==> src/rtl/matmul_pkg.sv <==
// Shared definitions for the matrix-multiply memory master: state encoding,
// datapath widths and the row-major element address helper.
package matmul_pkg;

  localparam int WORD_W = 32;
  localparam int CNT_W  = 4;

  typedef logic [WORD_W-1:0] word_t;
  typedef logic [CNT_W-1:0]  cnt_t;

  typedef enum logic [2:0] {
    S_IDLE = 3'd0,
    S_RD_A = 3'd1,
    S_RD_B = 3'd2,
    S_WR   = 3'd3,
    S_DONE = 3'd4
  } state_t;

  // Word address of element [row][col] of an n-column row-major matrix at base.
  function automatic word_t elem_addr(input word_t base, input cnt_t row,
                                      input cnt_t col, input word_t n);
    return base + word_t'(row) * n + word_t'(col);
  endfunction

endpackage

==> src/rtl/matmul_mac.sv <==
// Combinational multiply-accumulate step: acc_next = acc + a * b.
// Build option MATMUL_SATURATE_EN clamps the result at 32'hFFFF_FFFF instead of wrapping.
module matmul_mac
  import matmul_pkg::*;
(
  input  logic [WORD_W-1:0] acc,
  input  logic [WORD_W-1:0] a,
  input  logic [WORD_W-1:0] b,
  output logic [WORD_W-1:0] acc_next
);

`ifdef MATMUL_SATURATE_EN
  // Full 64-bit product plus 32-bit acc cannot exceed 2^64 - 2^32, so 64 bits suffice.
  logic [2*WORD_W-1:0] product;
  logic [2*WORD_W-1:0] sum;

  // NOTE: every signal written in always_comb gets a value on every path, so no latch is inferred.
  always_comb begin
    product  = {{WORD_W{1'b0}}, a} * {{WORD_W{1'b0}}, b};
    sum      = product + {{WORD_W{1'b0}}, acc};
    acc_next = (sum[2*WORD_W-1:WORD_W] != '0) ? '1 : sum[WORD_W-1:0];
  end
`else
  assign acc_next = acc + a * b;
`endif

endmodule

==> src/rtl/matmul_mem_master.sv <==
// Bus initiator that reads N x N matrices A and B, computes C = A x B and writes C back.
// Saturating accumulation is selected with the MATMUL_SATURATE_EN macro (see matmul_mac).
module matmul_mem_master
  import matmul_pkg::*;
#(
  parameter int N      = 3,
  parameter int A_BASE = 0,
  parameter int B_BASE = 9,
  parameter int C_BASE = 18
) (
  input  logic              clk,
  input  logic              rst,
  input  logic              start,
  output logic              busy,
  output logic              done,
  output logic [WORD_W-1:0] mem_address,
  output logic [WORD_W-1:0] mem_write_data,
  output logic              mem_write_enable,
  output logic              mem_read_enable,
  input  logic [WORD_W-1:0] mem_read_data
);

  localparam cnt_t  LAST   = cnt_t'(N - 1);
  localparam word_t N_W    = word_t'(N);
  localparam word_t A_ADDR = word_t'(A_BASE);
  localparam word_t B_ADDR = word_t'(B_BASE);
  localparam word_t C_ADDR = word_t'(C_BASE);

  state_t state;
  cnt_t   i, j, k;
  word_t  acc;
  word_t  a_reg;
  word_t  acc_next;

  matmul_mac u_mac (
    .acc      (acc),
    .a        (a_reg),
    .b        (mem_read_data),
    .acc_next (acc_next)
  );

  // Outputs are registered: each transition loads the bus values for the state
  // being entered, so the memory sees a stable address for the whole cycle.
  // NOTE: sequential state uses non-blocking assignments so every register samples pre-edge values.
  always_ff @(posedge clk) begin
    if (rst) begin
      state            <= S_IDLE;
      i                <= '0;
      j                <= '0;
      k                <= '0;
      acc              <= '0;
      a_reg            <= '0;
      busy             <= 1'b0;
      done             <= 1'b0;
      mem_address      <= '0;
      mem_write_data   <= '0;
      mem_write_enable <= 1'b0;
      mem_read_enable  <= 1'b0;
    end else begin
      case (state)
        S_IDLE: begin
          if (start) begin
            state           <= S_RD_A;
            i               <= '0;
            j               <= '0;
            k               <= '0;
            acc             <= '0;
            busy            <= 1'b1;
            mem_read_enable <= 1'b1;
            mem_address     <= elem_addr(A_ADDR, '0, '0, N_W);
          end
        end

        S_RD_A: begin
          a_reg       <= mem_read_data;
          state       <= S_RD_B;
          mem_address <= elem_addr(B_ADDR, k, j, N_W);
        end

        S_RD_B: begin
          acc <= acc_next;
          if (k == LAST) begin
            state            <= S_WR;
            mem_read_enable  <= 1'b0;
            mem_write_enable <= 1'b1;
            mem_write_data   <= acc_next;
            mem_address      <= elem_addr(C_ADDR, i, j, N_W);
          end else begin
            k           <= cnt_t'(k + 1'b1);
            state       <= S_RD_A;
            mem_address <= elem_addr(A_ADDR, i, cnt_t'(k + 1'b1), N_W);
          end
        end

        S_WR: begin
          acc              <= '0;
          k                <= '0;
          mem_write_enable <= 1'b0;
          mem_write_data   <= '0;
          if (j != LAST) begin
            j               <= cnt_t'(j + 1'b1);
            state           <= S_RD_A;
            mem_read_enable <= 1'b1;
            mem_address     <= elem_addr(A_ADDR, i, '0, N_W);
          end else if (i != LAST) begin
            j               <= '0;
            i               <= cnt_t'(i + 1'b1);
            state           <= S_RD_A;
            mem_read_enable <= 1'b1;
            mem_address     <= elem_addr(A_ADDR, cnt_t'(i + 1'b1), '0, N_W);
          end else begin
            state       <= S_DONE;
            done        <= 1'b1;
            mem_address <= '0;
          end
        end

        S_DONE: begin
          state <= S_IDLE;
          done  <= 1'b0;
          busy  <= 1'b0;
        end

        default: begin
          state            <= S_IDLE;
          busy             <= 1'b0;
          done             <= 1'b0;
          mem_address      <= '0;
          mem_write_data   <= '0;
          mem_write_enable <= 1'b0;
          mem_read_enable  <= 1'b0;
        end
      endcase
    end
  end

endmodule

==> config.mk <==
export PLATFORM = sky130hd
export DESIGN_NAME = matmul_mem_master
export DESIGN_NICKNAME = d
export VERILOG_FILES = /design/src/rtl/matmul_pkg.sv /design/src/rtl/matmul_mac.sv /design/src/rtl/matmul_mem_master.sv
export SDC_FILE = /design/constraint.sdc
export NUM_CORES = 2
export LEC_CHECK = 0
export ABC_AREA = 1
export CORE_ASPECT_RATIO = 0.5
export CORE_MARGIN = 2
export CORE_UTILIZATION = 30
export DETAILED_ROUTE_END_ITERATION = 8
export PLACE_DENSITY = 0.43
export RECOVER_POWER = 50
export SETUP_SLACK_MARGIN = 0.05
export SLEW_MARGIN = 20
export SYNTH_ARGS = -nofsm -noshare
export SYNTH_HDL_FRONTEND = slang
export SYNTH_HIERARCHICAL = 1
export SYNTH_SLANG_ARGS = --single-unit
==> constraint.sdc <==
create_clock -name clk -period 11.5 [get_ports clk]
set_clock_uncertainty 0.15 [all_clocks]
set_input_delay 2.875 -clock clk [delete_from_list [all_inputs] [get_ports clk]]
set_output_delay 2.875 -clock clk [all_outputs]
set_load 0.02 [all_outputs]
==> impl_metrics.yaml <==
run_status:
  status: "finished with violations"
  violations: "max-capacitance violations, max-slew violations"
detailed_routing:
  wire_per_inst_um: 17.5
  viasPerCell: 4.40
  drt-initial-drc-count: 1149
  dr.pass1.iters: 5
  drc_errors: 0
  final_antenna_net_count: 0
  route.vias.total: 19100
  routed_wl_um: 76000
clocking:
  path_clk_slew_ps: 70
  cts_sinks: 122
  clkLatencyLatePin_ps: 470
  cts_made_buffers: 17
  post-cts-setup-buffers: 0
  cts_tree: "yes"
  hold_buffers: 0
  htreeDepth: 4
  cts_root_buffer: "clkbuf_16"
  clk_path_buf_depth: 2
  cts_resized: 0
power_and_ir_drop:
  power_switching_mw: 4.67
  p_leak_nw: 15.6
  netSwitchingFraction_pct: 59.6
  seqPwrFrac_pct: 6.8
  p_int_mw: 3.16
  p_clk_share_pct: 7.4
  power.total_mw: 7.83
  comb_power_share_pct: 85.8
  powerDensity_mw_per_mm2: 297
  vdd_ir_drop_max_mv: 0.269
hold_path:
  hp-start: "done"
  hold_depth: 2
  min_path_type: "flip-flop to flip-flop"
sta:
  finalSetupViolCount: 0
  max_freq_ghz: 0.0974
  maxSlewHeadroom_pct: -157
  min_period_ps: 10270
  final_max_slew_viol_count: 124
  postLayoutSetupSlackWorst_ps: 1230
  worst_slew_pin_slew_ps: 3850
  fin_hold_ws_ps: 311
  fin_crit_sh_pct: 89.3
  tns_ps: 0
  hold_viol: 0
  grt_setup_unrepaired: "false"
yosys:
  ys_ff_latch: 122
  synth_edf_count: 0
  yosysMostFrequentCell: "inv_1"
  synth_cells: 3256
  ys_seq_area_share_pct: 10.2
  synth_commonest_cells: "inv_1 (973), nand2_1 (858), fa_1 (445)"
  synthTopCellsByArea: "fa_1 (37%), inv_1 (15%), nand2_1 (13%), dfxtp_1 (10%), ha_1 (8.4%)"
  ys_types: 49
  ys.warnings.count: 6
  syn-cell-area_mm2: 0.0239
  ys.flop_type: "dfxtp_1"
  avgSynthCellArea_um2: 7.35
  synth_top_area_cell: "fa_1"
  async_flop_share_pct: 0
  netlist.area_leader.share_pct: 37.2
job:
  cap_violations: 2
setup_path:
  max_stage_delay_ps: 830
  startpoint_type: "primary input"
  r2r-start: "a_reg[14]"
  cp_common_cell: "fa_1"
  end_kind: "flip-flop"
  arrival_ps: 10290
  crit_fanout: 16
  slowest_stage: "clkdlybuf4s50_1"
  worstSetupPathType: "primary input to flip-flop"
  cp-startpoint: "mem_read_data[2]"
  critPathRequiredTime_ps: 11520
  reg2reg_depth: 23
global_routing:
  antenna_found_initial: 0
  grt-ovfl-total: 0
  grt_pass1_wl_um: 120000
  grt_start_max_net_pins: 77
  grt_usage_pct: 19.2
  first_global_vias: 20000
place:
  pre_cts_slack_ps: 841
  dp_cells: 4301
  place.gp.congestion: 0.837
  placed_area_mm2: 0.0258
  io_buffers: 77
  dp_hpwl_um: 61100
layout:
  final_cells: 4333
  area_growth_pct: 10.2
  final_util_pct: 33.3
  drive_gt1_share_pct: 4.05
  final_area_mm2: 0.0264
  nFillCells: 8477
  antenna_cells: 0
  seqCellArea_mm2: 0.00244
  multi_input_area_mm2: 0.0171
  nNetsFinal: 3911
die:
  dieHeight_um: 204
  die_w_um: 404
  rows: 73
  core_mm2: 0.0792
  io_pins: 103
  start_util_pct: 30.2
  die_area_mm2: 0.0822
==> layer usage <==
metal | vias to the layer above | global-route usage (%) | share of wire, %
met1 | 9432 | 29.1 | 51
met4 | 0 | 2.98 | 1.0
met3 | 46 | 2.67 | 4.6
met2 | 363 | 29.5 | 43
met5 | - | 0 | 0
li1 | 9218 | - | -
==> cell families after synthesis <==
logic type               share of synthesized area, %
flip-flops                                       10.2
AND/OR/NAND/NOR                                  18.6
XOR/XNOR                                         1.87
buffers and inverters                            18.8
AO/OA/AOI/OAI                                    4.89
other                                          0.0157
adder cells (fa/ha/maj)                          45.6
==> layout make-up <==
class | instances | area share, %
inverter | 985 | 14.0
clock inverter | 15 | 0.683
multi-input combinational | 2009 | 64.9
timing repair buffer | 135 | 4.59
clock buffer | 17 | 1.61
tap | 1050 | 4.98
sequential | 122 | 9.26
==> worst paths after layout <==
check | endpoint | slack [ps]
worst max register to register | mem_write_data[30] | 3730
worst min-delay path | done | 310
worst max-delay path | mem_write_data[30] | 1230
worst min register to register | done | 310
==> worst max-delay path, delay by kind of cell <==
family | cells | cell delay (ps)
adders and majority gates | 9 | 4360
AOI/OAI and AO/OA | 3 | 360
xor gates and xnor gates | 1 | 170
buffers and inverters | 9 | 1580
and+or+nand+nor | 7 | 920
==> power groups by stage <==
stage	registers [mW]	logic (mW)	clock network [mW]
after floorplan	0.515	4.55	0
after global placement	0.538	6.72	0
after detailed placement	0.539	6.65	0
after CTS	0.530	6.75	0.602
after global routing	0.536	7.60	0.616
final	0.530	6.71	0.582
==> cells in the final DEF (no fill, tap or decap), drive strengths merged <==
cell,count
xnor2,18
a31oi,4
nor2,104
o21bai,2
a21boi,1
clkdlybuf4s50,36
xor2,33
a21oi,124
dfxtp,122
conb,25
buf,58
o21a,2
nor3b,1
a211oi,1
nor4,2
clkinvlp,3
bufinv,2
a21o,7
nor3,13
o22ai,2
nand4,13
ha,161
o2111ai,1
nand3,98
clkbuf,18
o21ai,68
clkinv,2
dlygate4sd3,40
or2,3
nand2,870
inv,993
nand3b,6
o211ai,3
fa,445
a22oi,2
Power figures use the tool's default switching activity.
